## src/rtl/ps2_key_receiver_pkg.sv

```systemverilog
// Shared frame-state encoding and PS/2 scan-code constants for the key receiver.
package ps2_key_receiver_pkg;

    typedef enum logic [1:0] {
        IDLE,
        DATA,
        PARITY,
        STOP
    } ps2State_t;

    localparam logic [7:0] CODE_BREAK  = 8'hF0;
    localparam logic [7:0] CODE_EXT    = 8'hE0;
    localparam logic [7:0] CODE_LEFT   = 8'h6B;
    localparam logic [7:0] CODE_RIGHT  = 8'h74;
    localparam logic [7:0] CODE_DOWN   = 8'h72;
    localparam logic [7:0] CODE_ROTATE = 8'h75;

endpackage

```

## src/rtl/ps2_key_receiver_if.sv

```systemverilog
// PS/2 line bundle: raw keyboard pins in, synchronized data and filtered clock edge out.
interface ps2_key_receiver_if;

    logic ps2Clk;
    logic ps2Data;
    logic dataSync;
    logic fallEdge;

    modport master (input ps2Clk, ps2Data, output dataSync, fallEdge);
    modport slave  (output ps2Clk, ps2Data, input dataSync, fallEdge);

endinterface

```

## src/rtl/ps2_key_receiver_clk_filter.sv

```systemverilog
// ps2_clk_filter: 2-FF synchronizers, FILTER_DEPTH glitch filter on the clock, falling-edge pulse.
module ps2_clk_filter #(
    parameter int unsigned FILTER_DEPTH = 4
) (
    input logic clk,
    input logic rst_n,
    ps2_key_receiver_if.master bus
);

    localparam int unsigned CW = $clog2(FILTER_DEPTH + 1);

    logic [1:0]    clkSync;
    logic [1:0]    dataSyncR;
    logic          clkFilt;
    logic [CW-1:0] stableCnt;
    logic          fallEdgeR;

    // A level change is accepted only after FILTER_DEPTH consecutive differing samples.
    always_ff @(posedge clk or negedge rst_n) begin
        if (!rst_n) begin
            clkSync   <= '1;
            dataSyncR <= '1;
            clkFilt   <= 1'b1;
            stableCnt <= '0;
            fallEdgeR <= 1'b0;
        end else begin
            clkSync   <= {clkSync[0], bus.ps2Clk};
            dataSyncR <= {dataSyncR[0], bus.ps2Data};
            fallEdgeR <= 1'b0;
            if (clkSync[1] == clkFilt) begin
                stableCnt <= '0;
            end else if (stableCnt == CW'(FILTER_DEPTH - 1)) begin
                clkFilt   <= clkSync[1];
                stableCnt <= '0;
                fallEdgeR <= ~clkSync[1];
            end else begin
                stableCnt <= stableCnt + 1'b1;
            end
        end
    end

    assign bus.dataSync = dataSyncR[1];
    assign bus.fallEdge = fallEdgeR;

endmodule

```

## src/rtl/ps2_key_receiver.sv

```systemverilog
// PS/2 keyboard receiver: frame decode, F0/E0 prefix tracking, arrow-key hold outputs.
// Define PS2_PARITY_CHECK_EN to reject frames whose odd parity is wrong.
module ps2_key_receiver
    import ps2_key_receiver_pkg::*;
#(
    parameter int unsigned FILTER_DEPTH   = 4,
    parameter int unsigned TIMEOUT_CYCLES = 10000
) (
    input  logic       CLK100MHZ,
    input  logic       CPU_RESETN,
    input  logic       ps2_clk,
    input  logic       ps2_data,
    output logic [7:0] scan_code,
    output logic       scan_valid,
    output logic       is_break,
    output logic       is_extended,
    output logic       frame_err,
    output logic       moveLeft,
    output logic       moveRight,
    output logic       moveDown,
    output logic       rotate
);

    localparam int unsigned TW = $clog2(TIMEOUT_CYCLES + 1);

    ps2_key_receiver_if pins ();

    assign pins.ps2Clk  = ps2_clk;
    assign pins.ps2Data = ps2_data;

    ps2_clk_filter #(.FILTER_DEPTH(FILTER_DEPTH)) u_clkFilter (
        .clk   (CLK100MHZ),
        .rst_n (CPU_RESETN),
        .bus   (pins)
    );

    ps2State_t     state;
    ps2State_t     stateNext;
    logic [2:0]    bitCnt;
    logic [7:0]    shiftReg;
    logic [TW-1:0] toCnt;
    logic          brkFlag;
    logic          extFlag;
    logic          frameDone;
    logic          badFrame;
    logic          parityOk;

`ifdef PS2_PARITY_CHECK_EN
    logic parityBit;
    assign parityOk = ^{shiftReg, parityBit};
`else
    assign parityOk = 1'b1;
`endif

    always_ff @(posedge CLK100MHZ or negedge CPU_RESETN) begin
        if (!CPU_RESETN) state <= IDLE;
        else             state <= stateNext;
    end

    always_comb begin
        stateNext = state;
        frameDone = 1'b0;
        badFrame  = 1'b0;
        if (pins.fallEdge) begin
            unique case (state)
                IDLE:   if (!pins.dataSync) stateNext = DATA;
                DATA:   if (bitCnt == 3'd7) stateNext = PARITY;
                PARITY: stateNext = STOP;
                STOP: begin
                    stateNext = IDLE;
                    if (pins.dataSync && parityOk) frameDone = 1'b1;
                    else                           badFrame  = 1'b1;
                end
                default: stateNext = IDLE;
            endcase
        end else if (state != IDLE && toCnt == '0) begin
            stateNext = IDLE;
            badFrame  = 1'b1;
        end
    end

    always_ff @(posedge CLK100MHZ or negedge CPU_RESETN) begin
        if (!CPU_RESETN) begin
            bitCnt      <= '0;
            shiftReg    <= '0;
            toCnt       <= TW'(TIMEOUT_CYCLES - 1);
            brkFlag     <= 1'b0;
            extFlag     <= 1'b0;
            scan_code   <= '0;
            scan_valid  <= 1'b0;
            is_break    <= 1'b0;
            is_extended <= 1'b0;
            frame_err   <= 1'b0;
            moveLeft    <= 1'b0;
            moveRight   <= 1'b0;
            moveDown    <= 1'b0;
            rotate      <= 1'b0;
`ifdef PS2_PARITY_CHECK_EN
            parityBit   <= 1'b0;
`endif
        end else begin
            scan_valid <= 1'b0;
            frame_err  <= 1'b0;
            if (pins.fallEdge || state == IDLE) toCnt <= TW'(TIMEOUT_CYCLES - 1);
            else if (toCnt != '0)               toCnt <= toCnt - 1'b1;

            if (pins.fallEdge) begin
                case (state)
                    IDLE: bitCnt <= '0;
                    DATA: begin
                        shiftReg <= {pins.dataSync, shiftReg[7:1]};
                        bitCnt   <= bitCnt + 3'd1;
                    end
`ifdef PS2_PARITY_CHECK_EN
                    PARITY: parityBit <= pins.dataSync;
`endif
                    default: ;
                endcase
            end

            if (badFrame) begin
                frame_err <= 1'b1;
                brkFlag   <= 1'b0;
                extFlag   <= 1'b0;
            end else if (frameDone) begin
                if (shiftReg == CODE_BREAK) begin
                    brkFlag <= 1'b1;
                end else if (shiftReg == CODE_EXT) begin
                    extFlag <= 1'b1;
                end else begin
                    scan_code   <= shiftReg;
                    is_break    <= brkFlag;
                    is_extended <= extFlag;
                    scan_valid  <= 1'b1;
                    brkFlag     <= 1'b0;
                    extFlag     <= 1'b0;
                    // Only E0-prefixed arrow codes drive the hold outputs; make sets, break clears.
                    if (extFlag) begin
                        case (shiftReg)
                            CODE_LEFT:   moveLeft  <= ~brkFlag;
                            CODE_RIGHT:  moveRight <= ~brkFlag;
                            CODE_DOWN:   moveDown  <= ~brkFlag;
                            CODE_ROTATE: rotate    <= ~brkFlag;
                            default: ;
                        endcase
                    end
                end
            end
        end
    end

endmodule

```

## config.mk

```make
export PLATFORM = sky130hd
export DESIGN_NAME = ps2_key_receiver
export DESIGN_NICKNAME = d
export VERILOG_FILES = /design/src/rtl/ps2_key_receiver_pkg.sv /design/src/rtl/ps2_key_receiver_if.sv /design/src/rtl/ps2_key_receiver_clk_filter.sv /design/src/rtl/ps2_key_receiver.sv
export SDC_FILE = /design/constraint.sdc
export NUM_CORES = 1
export LEC_CHECK = 0
export ABC_AREA = 1
export CELL_PAD_IN_SITES_DETAIL_PLACEMENT = 0
export CELL_PAD_IN_SITES_GLOBAL_PLACEMENT = 1
export CORE_ASPECT_RATIO = 1.75
export CORE_MARGIN = 2
export CORE_UTILIZATION = 44
export DETAILED_ROUTE_END_ITERATION = 12
export PLACE_DENSITY_LB_ADDON = 0.1
export SLEW_MARGIN = 20
export SYNTH_ARGS = -nofsm -noshare
export SYNTH_HDL_FRONTEND = slang
export SYNTH_HIERARCHICAL = 1
export SYNTH_SLANG_ARGS = --single-unit
```

## constraint.sdc

```tcl
create_clock -name CLK100MHZ -period 2.1 [get_ports CLK100MHZ]
set_clock_uncertainty 0.15 [all_clocks]
set_input_delay 0.525 -clock CLK100MHZ [delete_from_list [all_inputs] [get_ports CLK100MHZ]]
set_output_delay 0.525 -clock CLK100MHZ [all_outputs]
set_load 0.005 [all_outputs]
```

Word level (Yosys, flattened, before mapping) --
Cells that the tools add are included.
Word-level totals: logic and storage cells 98, input bits 4, bits in registers 54, output and inout port bits 16
Cells by class: add/sub/neg operators 3, reduce and logical (&&, ||, !) cells 21, bitwise operators 6, eq/ne operators 16, multiplexer cells 32
Operator list (count):
- $eq A8 B7 Y1 const B | 4
- $mux W14 | 2
- $reduce_and A6 Y1 | 4
- $mux W1 | 22
- $eq A8 B8 Y1 const B | 2
- $logic_not A14 Y1 | 1
- $reduce_bool A14 Y1 | 1
- $sub A14 B1 Y14 const B | 1
- $reduce_and A2 Y1 | 5
- $reduce_bool A2 Y1 | 5
- $ne A3 B3 Y1 const B | 3
- $mux W2 | 4
- $pmux W2 S4 | 1
- $add A3 B1 Y3 const B | 2
- $mux W3 | 2
- $not A1 Y1 | 6
- $pmux W3 S2 | 1
- $eq A2 B2 Y1 const B | 2
- $reduce_and A4 Y1 | 1
- $eq A3 B2 Y1 const B | 1
- $eq A3 B3 Y1 const B | 1
- $reduce_and A3 Y1 | 1
- $eq A2 B1 Y1 const B | 1
- $logic_not A2 Y1 | 1
- 4 further kinds | 4

Longest topological paths before layout --
Gate-level depths: netlist (run 1).
depth in word-level cells 6, depth in mapped cells 10, depth with buffers taken out 9

Modules after synthesis --
Netlist (run 1), hierarchy kept.
By module, submodules not included:
- ps2_key_receiver | area each 2434.8 um^2, cells an instance 306, sequential area each 1136.1 um^2, instances 1
- ps2_clk_filter | area each 322.8 um^2, cells an instance 29, sequential area each 231.5 um^2, instances 1

Least setup slack after synthesis (run 1) --
OpenSTA, ideal clock, no wires.
path kind register to register, from register toCnt[0], to register toCnt[11], cell stages (with the launch flop) 9, slack 467 ps, arrival 1397 ps, clock period less this slack 1633 ps, setup time 86 ps, path through dfstp_2 > inv_1 > ha_1 > nand2_4 > nor2_4 > nand3_4 > buf_6 > inv_1 > nor3_1
On the way: cells in the longest elaborated chain, start to end 3, elaborated cells on any way between the ends 5, classes of those cells 1 x add/sub; 2 x mux; 2 x reduce/logical
RTL lines:
- start: declaration | RTL line ps2_key_receiver.sv:41 | logic [TW-1:0] toCnt;
- start signal: assignment | RTL line ps2_key_receiver.sv:86 | toCnt <= TW'(TIMEOUT_CYCLES - 1);
- start signal: assignment | RTL line ps2_key_receiver.sv:104 | if (pins.fallEdge || state == IDLE) toCnt <= TW'(TIMEOUT_CYCLES - 1);
- start signal: assignment | RTL line ps2_key_receiver.sv:105 | else if (toCnt != '0) toCnt <= toCnt - 1'b1;
- $sub A14 B1 Y14 | RTL line ps2_key_receiver.sv:105
- $mux W14 | RTL line ps2_key_receiver.sv:105
- $mux W14 | RTL line ps2_key_receiver.sv:104
Several ways; a longest one is shown, not always the timed one. The select of a mux whose other input is x is not followed. A chain may end at the register's enable or synchronous reset.

Final worst setup path (run 1) --
from register toCnt[0], to register moveDown
On the way: cells in the longest elaborated chain, start to end 6
RTL lines:
- $logic_not A14 Y1 | RTL line ps2_key_receiver.sv:76 | end else if (state != IDLE && toCnt == '0) begin
- $logic_and A1 B1 Y1 | RTL line ps2_key_receiver.sv:76
- $mux W1 | RTL line ps2_key_receiver.sv:76
- $mux W1 | RTL line ps2_key_receiver.sv:64 | if (pins.fallEdge) begin
- $not A1 Y1 (no line)
- $reduce_and A6 Y1 (no line)
- end signal: assignment | RTL line ps2_key_receiver.sv:142 | CODE_DOWN: moveDown <= ~brkFlag;
- end: declaration | RTL line ps2_key_receiver.sv:20 | output logic moveDown,
No other way between the ends.

==> impl_metrics.tcl, run 1 <==
set metrics [dict create \
    crit_chain "inv_1 -> ha_1 -> nand2_4 -> nor2_4 -> nand3_4 -> nand3_1 -> nor2_1 -> nand2_1 -> nand2_1" \
    grt_max_degree 42 \
    syn_area_per_cell_um2 8.232 \
    cp_top_family "simple AND/OR/NAND/NOR gates" \
    clock_latency_ns 0.31 \
    crit_slowest_cell "dfstp_2" \
    cts.sinks 54 \
    cp.required_ns 2.16 \
    finalMaxSlewViolations 0 \
    routed-wl-met3_um 98 \
    clkTransAtPathRegs_ns 0.09 \
    max_cap_violations 0 \
    setup_viol 0 \
    first_iter_violations 72 \
    cp.arrival_ns 1.98 \
    nNetsFinal 369 \
    grt_pass1_vias 1993 \
    worstSetupEndpointType "flip-flop" \
    cpPeakStageDelay_ns 0.38 \
    overflow 0 \
    crit_top_cell "nand2_1" \
    leakage_nw 1.531 \
    drive_above_1_share 0.1313 \
    core_area_mm2 0.006133 \
    synth_top_family_by_area "simple AND/OR/NAND/NOR gates" \
    path_class "reg -> reg" \
    ys.flop_type "dfrtp_1" \
    die_h_um 108.7 \
    grt_antenna_before_repair 0 \
    status "complete, no violations" \
    yosys.area.top_type "dfrtp_1" \
    final_common_cell "nand2_1" \
    die_width_um 63.85 \
    synthCells 335 \
    synth_cell_types 32 \
    grt_setup_unrepaired "no" \
    antenna_cells 0 \
    synth_area_mm2 0.002758 \
    synth_edf_count 0 \
    synth_warnings 6 \
    cts_root_buf "clkbuf_8" \
    max-slew-margin-rel 0.6855 \
    initial_core_util 0.4496 \
    fin_crit_sh 0.9171 \
    synth_nets 347 \
    yosys_register_bits 54 \
    vias 2053 \
    wl_per_cell_um 12.03 \
    fmax_mhz 519.3 \
    cp-start-kind "flip-flop" \
    synth_top_area_share 0.3721 \
    cts_buffers 5 \
    area_delta_synth_final_pct 15.02 \
    finalHoldViolCount 0 \
    synthSimpleGateAreaFrac 0.3113 \
    mostFrequentLayoutCells "nand2_1 (97), inv_1 (44), dfrtp_1 (41)" \
    fin_setup_tns_ns 0 \
    hp-class "reg -> reg" \
    antenna_left 0 \
    h-tree-depth 2 \
    firstDrtPassIters 4 \
    yosysSeqAreaShare 0.4959 \
    met1_length_mm 2.230 \
    power_density_mw_per_mm2 718.3 \
    cts_tree "yes" \
    synth_area_leaders "dfrtp_1 (37%), nand2_1 (13%), dfstp_2 (12%), inv_1 (6.0%), nor2_1 (4.9%)" \
    tightest_slew_ns 0.4705 \
    highest_layer "met4" \
    gp_congestion 0.7976 \
    critPathMaxFanout 21 \
    io_pins 20 \
    synth_xor_area_frac 0.009528 \
    synth_compound_area_frac 0.06443 \
    wl_mm 5.268 \
    final_core_util 0.5171 \
    grt_first_pass_wirelength_mm 9.128 \
    place.port_buffers 19 \
    synthAdderAreaFrac 0.03630 \
    wl_met2_mm 2.773 \
    hold_ws_ns 0.2079 \
    synthMuxAreaShare 0 \
    max-clock-path-buffers 2 \
    avgViaCountPerCell 4.687 \
    peakVddDrop_uv 463.1 \
    grt.total_usage 0.1686 \
    critPathBufInv 1 \
    power.total_mw 2.278 \
    die_area_mm2 0.006942 \
    async_flop_share 1.000 \
    route.detailed.drc 0 \
    min_period_ns 1.926 \
    hpwlAfterDp_mm 3.999 \
    ctsResizeCount 0 \
    rows 38 \
]
==> final cells by class <==
class | instances | area, um^2
well taps | 80 | 100.1
clock buffers | 6 | 82.58
inverters | 45 | 168.9
clock inverters | 2 | 60.06
flip-flops and latches | 54 | 1368
repair buffers | 23 | 230.2
multi-input cells | 228 | 1162
fillers | 595 | 2962
==> repair_timing <==
action | in CTS | in global routing
buffers inserted | 0 | 0
hold buffers | 1 | 0
endpoints found under the hold margin | 11 | 0
==> where the power goes <==
| part | internal, mW | switching (mW) |
|---|---|---|
| registers | 1.12 | 0.0432 |
| logic | 0.0958 | 0.178 |
| clock network | 0.508 | 0.335 |
==> worst register-to-register path: cells and delay by family, from the launching register on <==
kind                     cells  cell delay (ns)
AND/OR/NAND/NOR              7             0.87
adder cells (fa/ha/maj)      1             0.32
buffers and inverters        1             0.11
flip-flops                   1             0.38
==> path summary, 6_finish.rpt <==
check / cells after the start / end / startpoint / slack [ns]
max: 9 / moveDown / toCnt[0] / 0.17
min: 0 / u_clkFilter/dataSyncR[1] / u_clkFilter/dataSyncR[0] / 0.21
max reg2reg: 9 / moveDown / toCnt[0] / 0.17
min reg2reg: 0 / u_clkFilter/dataSyncR[1] / u_clkFilter/dataSyncR[0] / 0.21
max in group asynchronous: 3 / toCnt[13] / CPU_RESETN / 0.71
min in group asynchronous: 2 / u_clkFilter/stableCnt[2] / CPU_RESETN / 0.50
==> metrics by stage <==
| step | area [um^2] | setup WS [ns] | instances |
|---|---|---|---|
| 2_1_floorplan | 2758 | 0.4674 | 335 |
| 6_report | 3172 | 0.1742 | 438 |
| 5_1_grt | 3172 | 0.007668 | 438 |
| 3_5_place_dp | 3019 | 0.1747 | 429 |
| 4_1_cts | 3172 | 0.1550 | 438 |
| 3_3_place_gp | 3019 | 0.2136 | 429 |
==> synth_stat cells (all sizes together) (2+ instances only) <==
cell,instances
a31oi,3
buf,6
clkbuf,2
dfrtp,41
dfstp,13
ha,8
inv,45
nand2,101
nand3,22
nand4,8
nor2,44
nor3,4
o211ai,2
o21ai,25
o21bai,2
or2,5
xor2,2
==> registers in the layout, indices dropped and copies added (netlist names), 2 cells and up <==
register,count
u_clkFilter/clkSync,2
u_clkFilter/stableCnt,3
toCnt,14
state,2
scan_code,8
bitCnt,3
shiftReg,8
u_clkFilter/dataSyncR,2
==> metal layers <==
metal	vias up	track usage
met1	937	0.1962
met5	-	0
met3	10	0.02167
li1	1086	-
met2	20	0.3021
met4	0	0.08075
==> logic make-up after synthesis <==
logic type,after synthesis
and+or+nand+nor,185
DFF,54
buffers and inverters,53
AOI/OAI and AO/OA,32
adders and majority gates,8
xor gates and xnor gates,3
No activity file was read; power rests on OpenSTA's default activity.
==> run 2, diff against run 1 <==
ABC_AREA = not set   (was 1)
CORE_UTILIZATION = 46   (was 44)
SKIP_LAST_GASP = 1   (was not set)
==> run 2 against run 1 <==
  * Maximum frequency down 3.1%
  * First-iteration DRC count rose by 33%
  * Highest routed layer unchanged
  * Via count decreased by 15%
  * Utilization increased by 3.4 points
  * Critical path depth decreased by 3
  * Worst setup slack got worse by 0.062 ns
  * Count of clock-buffer cells in the layout up 1
  * Sequential power increased by 19%
  * Final area shrank 8.6%
  * Routed wire length fell by 7.8%
==> impl_metrics.tcl, run 2 <==
set metrics [dict create \
    status "complete, no violations" \
    die_area_mm2 0.006044 \
    clkTransAtPathRegs_ns 0.09 \
    power_switching_uw 754.6 \
    cts_root_buf "clkbuf_8" \
    yosys.area.top_type "dfrtp_1" \
    wl_per_cell_um 16.57 \
    power_frac_comb 0.203 \
    largest_reg_flops 14 \
    grt_pass1_vias 1845 \
    die_width_um 59.63 \
    power_density_mw_per_mm2 891.9 \
    swShare 0.2919 \
    route.detailed.drc 0 \
    hold_ws_ns 0.02739 \
    synth.most_common_cell "dfrtp_1" \
    ys.flop_type "dfrtp_1" \
    wl_mm 4.856 \
    h-tree-depth 2 \
    grt_first_pass_wirelength_mm 8.355 \
    place.port_buffers 19 \
    mostFrequentLayoutCells "dfrtp_1 (41), clkdlybuf4s50_1 (18), mux2_2 (16)" \
    worstSetupEndpointType "flip-flop" \
    overflow 0 \
    synth_nets 222 \
    crit_start "toCnt[0]" \
    cts.sinks 54 \
    cp-start-kind "flip-flop" \
    synth_area_mm2 0.002491 \
    fin_setup_tns_ns 0 \
    grt_max_degree 24 \
    post_cts_buffers 0 \
    initial_core_util 0.4740 \
    setup_viol 0 \
    finalMaxSlewViolations 0 \
    hp-class "in -> async" \
    antenna_left 0 \
    max_cap_violations 0 \
    cp.arrival_ns 2.06 \
    fin_crit_sh 0.9467 \
    core_area_mm2 0.005255 \
    grt_setup_unrepaired "no" \
    power.share.clock 0.262 \
    finalHoldViolCount 0 \
    tightest_slew_ns 0.4911 \
    synth_top_area_share 0.4119 \
    max-slew-margin-rel 0.6726 \
    grt_antenna_before_repair 0 \
    drive_above_1_share 0.2521 \
    synth_cell_types 51 \
    cpPeakStageDelay_ns 0.47 \
    r2r_start "toCnt[0]" \
    syn_area_per_cell_um2 11.86 \
    p_int_mw 1.830 \
    avgViaCountPerCell 5.932 \
    area_delta_synth_final_pct 16.32 \
    async_flop_share 1.000 \
    firstDrtPassIters 4 \
    synth_common_cells "dfrtp_1 (41), mux2_2 (16), nand2_1 (15)" \
    path_class "reg -> reg" \
    regMostFlops "toCnt" \
    nNetsFinal 249 \
    crit_slowest_cell "or3b_1" \
    leakage_nw 1.292 \
    vias 1738 \
    clock_latency_ns 0.30 \
    ctsResizeCount 0 \
    grt.total_usage 0.1804 \
    synth_warnings 6 \
    holdBufCountCts 0 \
    yosysSeqAreaShare 0.5490 \
    reg2reg_depth 6 \
    gp_congestion 0.8173 \
    min_period_ns 1.988 \
    cp.required_ns 2.18 \
    max-clock-path-buffers 2 \
    crit_chain "inv_1 -> ha_1 -> or3b_1 -> a211oi_2 -> a21oi_1 -> o21ai_0" \
    hpwlAfterDp_mm 3.563 \
    io_pins 20 \
    antenna_cells 0 \
    reg_top3 "toCnt: 14 flops, scan_code: 8 flops, shiftReg: 8 flops" \
    fmax_mhz 503.0 \
    yosys_register_bits 54 \
    critPathMaxFanout 6 \
    first_iter_violations 96 \
    die_h_um 101.4 \
    seqPwrFrac 0.536 \
    synth_area_leaders "dfrtp_1 (41%), dfstp_2 (14%), mux2_2 (7.2%), ha_1 (4.0%), mux2i_1 (2.4%)" \
    cts_buffers 5 \
    peakVddDrop_uv 646.2 \
    synth_edf_count 0 \
    synthCells 210 \
    final_common_cell "dfrtp_1" \
    cts_tree "yes" \
    rows 35 \
]
run 2: final timing paths:
check / end / slack, ns
setup / recovery: toCnt[10] / 0.11
hold / removal: state[1] / 0.03
setup reg to reg: toCnt[10] / 0.11
hold reg to reg: u_clkFilter/dataSyncR[1] / 0.21
max in group asynchronous: is_break / 1.12
min in group CLK100MHZ: u_clkFilter/dataSyncR[1] / 0.21
run 2: layer usage:
metal  global-route usage  vias to the layer above  routed length, um
met5                    0                        -                  0
met4              0.08205                        0                126
met3              0.03321                       10                130
met2               0.3111                       35               2618
met1               0.2126                      882               1981
li1                     -                      811                  -
run 2: critical path: cells and delay by family, from the launching register on:
kind,cells,cell delay (ns)
AND/OR/NAND/NOR,1,0.47
buffers and inverters,1,0.08
adder cells (fa/ha/maj),1,0.18
flip-flops,1,0.38
AO/OA/AOI/OAI,3,0.66
run 2: power groups by stage:
stage	Sequential (mW)	Combinational (mW)	Clock, mW
global placement	1.38	0.491	0
global route	1.41	0.585	0.732
CTS	1.37	0.524	0.700
floorplan	1.35	0.397	0
finish	1.38	0.524	0.676
detailed placement	1.39	0.518	0
run 2: kinds of logic after synthesis:
| group | synth area share |
|---|---|
| XOR/XNOR | 0.01055 |
| buffers and inverters | 0.02963 |
| AND/OR/NAND/NOR | 0.1733 |
| flip-flops | 0.5490 |
| adder cells (fa/ha/maj) | 0.04018 |
| multiplexers | 0.1010 |
| AO/OA/AOI/OAI | 0.09644 |
run 2: cell type report:
type / count / area [um^2]
inverter: 12 / 45.04
clock inverter: 1 / 30.03
fill: 474 / 2357
clock buffer: 7 / 76.32
timing repair buffer: 27 / 245.2
multi-input combinational: 137 / 1065
sequential: 54 / 1368
tap: 55 / 68.82
run 2: stage by stage:
stage / utilization / total power, mW / setup slack (ns) / cells / instance area [um^2]
floorplan: - / 1.744 / 0.1448 / 210 / 2491
global placement: 0.5283 / 1.870 / 0.1281 / 285 / 2776
detailed placement: 0.5283 / 1.907 / 0.03304 / 285 / 2776
CTS: 0.5486 / 2.596 / 0.02521 / 293 / 2883
global route: 0.5514 / 2.727 / 0.01045 / 293 / 2898
finish: 0.5514 / 2.585 / 0.1120 / 293 / 2898
==> run 3, diff against run 2 <==
CORE_MARGIN = 3   (was 2)
==> run 3 against run 2 <==
  * Sequential share of layout area is 0.26 points lower
  * Utilization is 1.9 points higher
  * Worst hold slack better by 0.012 ns
  * Via count is 2.6% lower
  * Sequential cell count stayed put
  * Total power hardly changed
  * Final area is 0.56% higher
  * Final cell count is 0.68% lower
  * Critical endpoint is now toCnt[5]
  * Clock power is 1% higher
  * Critical path type unchanged
==> impl_metrics.tcl, run 3 (synthesis gave the netlist of run 2 again) <==
set metrics [dict create \
    mostFrequentLayoutCells "dfrtp_1 (41), clkdlybuf4s50_1 (18), mux2_2 (16)" \
    cp_top_family "flip-flops" \
    die_width_um 61.63 \
    seqPwrFrac 0.532 \
    cts_tree "yes" \
    setup_viol 0 \
    first_iter_violations 103 \
    die_h_um 103.4 \
    peakVddDrop_uv 693.6 \
    clock_latency_ns 0.30 \
    power_frac_comb 0.203 \
    hold_ws_ns 0.03922 \
    power_density_mw_per_mm2 886.6 \
    critPathBufInv 1 \
    worst_slack_ns 0.1121 \
    drive_above_1_share 0.2532 \
    cp.required_ns 2.13 \
    finalHoldViolCount 0 \
    rows 34 \
    status "complete, no violations" \
    path_class "reg -> reg" \
    crit_cells 6 \
    fin_cells 291 \
    reg_top3 "toCnt: 14 flops, scan_code: 8 flops, shiftReg: 8 flops" \
    max_cap_violations 0 \
    antenna_cells 0 \
    dpl-instance-area_mm2 0.002773 \
    die_area_mm2 0.006369 \
    final_common_cell "dfrtp_1" \
    swShare 0.2903 \
    finalMaxSlewViolations 0 \
    cp-endpoint "toCnt[5]" \
    grt_pass1_vias 1790 \
    critPathMaxFanout 8 \
    crit_start "toCnt[0]" \
    rrSetupSlack_ns 0.11 \
    pre_cts_ws_ns 0.03449 \
    leakage_nw 1.294 \
    grt_antenna_before_repair 0 \
    fmax_mhz 503.0 \
    fin_area_mm2 0.002914 \
    min_period_ns 1.988 \
    firstDrtPassIters 4 \
    antenna_left 0 \
    initial_core_util 0.4880 \
    place.port_buffers 19 \
    cpPeakStageDelay_ns 0.55 \
    wl_per_cell_um 16.56 \
    hp-class "in -> async" \
    grt_max_degree 55 \
    r2r_start "toCnt[0]" \
    grt_first_pass_wirelength_mm 8.245 \
    cp-start-kind "flip-flop" \
    overflow 0 \
    io_pins 20 \
    dp_cells 282 \
    p_int_mw 1.833 \
    gp_congestion 0.7741 \
    max-clock-path-buffers 2 \
    largest_reg_flops 14 \
    avgViaCountPerCell 5.818 \
    cts.sinks 54 \
    holdBufCountCts 0 \
    fin_crit_sh 0.9466 \
    crit_chain "inv_1 -> ha_1 -> nor3b_2 -> and4_4 -> o311ai_0 -> o41ai_1" \
    reg2reg_depth 6 \
    power.share.clock 0.265 \
    worstSetupEndpointType "flip-flop" \
    hpwlAfterDp_mm 3.503 \
    reg2reg_to "toCnt[5]" \
    clkTransAtPathRegs_ns 0.10 \
    crit_slowest_cell "dfstp_2" \
    cts_root_buf "clkbuf_8" \
    area_delta_synth_final_pct 16.98 \
    cts_buffers 5 \
    h-tree-depth 2 \
    vias 1693 \
    tightest_slew_ns 0.3896 \
    max-slew-margin-rel 0.7378 \
    power_switching_uw 750.1 \
    core_area_mm2 0.005105 \
    fillCellCount 457 \
    regMostFlops "toCnt" \
    wl_mm 4.820 \
    nNetsFinal 248 \
    cp.arrival_ns 2.02 \
    route.detailed.drc 0 \
    grt.total_usage 0.1710 \
]
[run 3: changes by cell type in the layout (fill, tap and decap cells not counted)]
cell and change:
buf_4 -2, a211oi_2 -1, a211oi_4 +1, and4_2 -1
and4_4 +1, buf_12 +1, ha_1 -1, ha_4 +1
nor4_2 +1, nor4_4 -1, o311ai_0 +1, o311ai_1 -1
[run 3: area by class of cell]
class,count,area [um^2],share of cell area
Sequential cell,54,1368,0.4693
Multi-Input combinational cell,137,1077,0.3697
Timing Repair Buffer,26,250.2,0.08587
Clock buffer,7,76.32,0.02619
Tap cell,54,67.56,0.02319
Inverter,12,45.04,0.01546
Clock inverter,1,30.03,0.01030
[run 3: power groups by stage]
stage                     logic, mW  registers, mW  clock network [mW]
after floorplan               0.397           1.35                   0
after global placement        0.492           1.38                   0
after detailed placement      0.513           1.39                   0
after CTS                     0.514           1.37               0.700
after global routing          0.592           1.40               0.740
final                         0.524           1.38               0.684
[run 3: layer usage]
layer  global-route usage  up-vias  routed length, um
met5                    0        -                  0
met4              0.05556        0                 74
met3              0.02857        5                 93
met2               0.3067       28               2702
met1               0.2003      854               1950
li1                     -      806                  -
[run 3: worst min-delay path by stage]
stage,from,end,slack (ns),cells after the start
CTS,CPU_RESETN,state[1],0.06,2
floorplan,CPU_RESETN,bitCnt[0],0.08,0
global placement,u_clkFilter/dataSyncR[0],u_clkFilter/dataSyncR[1],0.20,0
finish,CPU_RESETN,state[1],0.04,2
detailed placement,u_clkFilter/dataSyncR[0],u_clkFilter/dataSyncR[1],0.20,0
global route,CPU_RESETN,toCnt[6],0.06,2
[run 3: what timing repair did]
action / in CTS / in global routing
buffers inserted: 0 / 1
resized for setup: 0 / 6
setup endpoints to repair: 0 / 13
[run 3: metrics by stage]
stage            util  setup TNS [ns]  power, mW
2_1_floorplan       -               0      1.744
3_3_place_gp   0.5431               0      1.869
3_5_place_dp   0.5431               0      1.903
4_1_cts        0.5640               0      2.584
5_1_grt        0.5708       -0.006195      2.733
6_report       0.5708               0      2.584
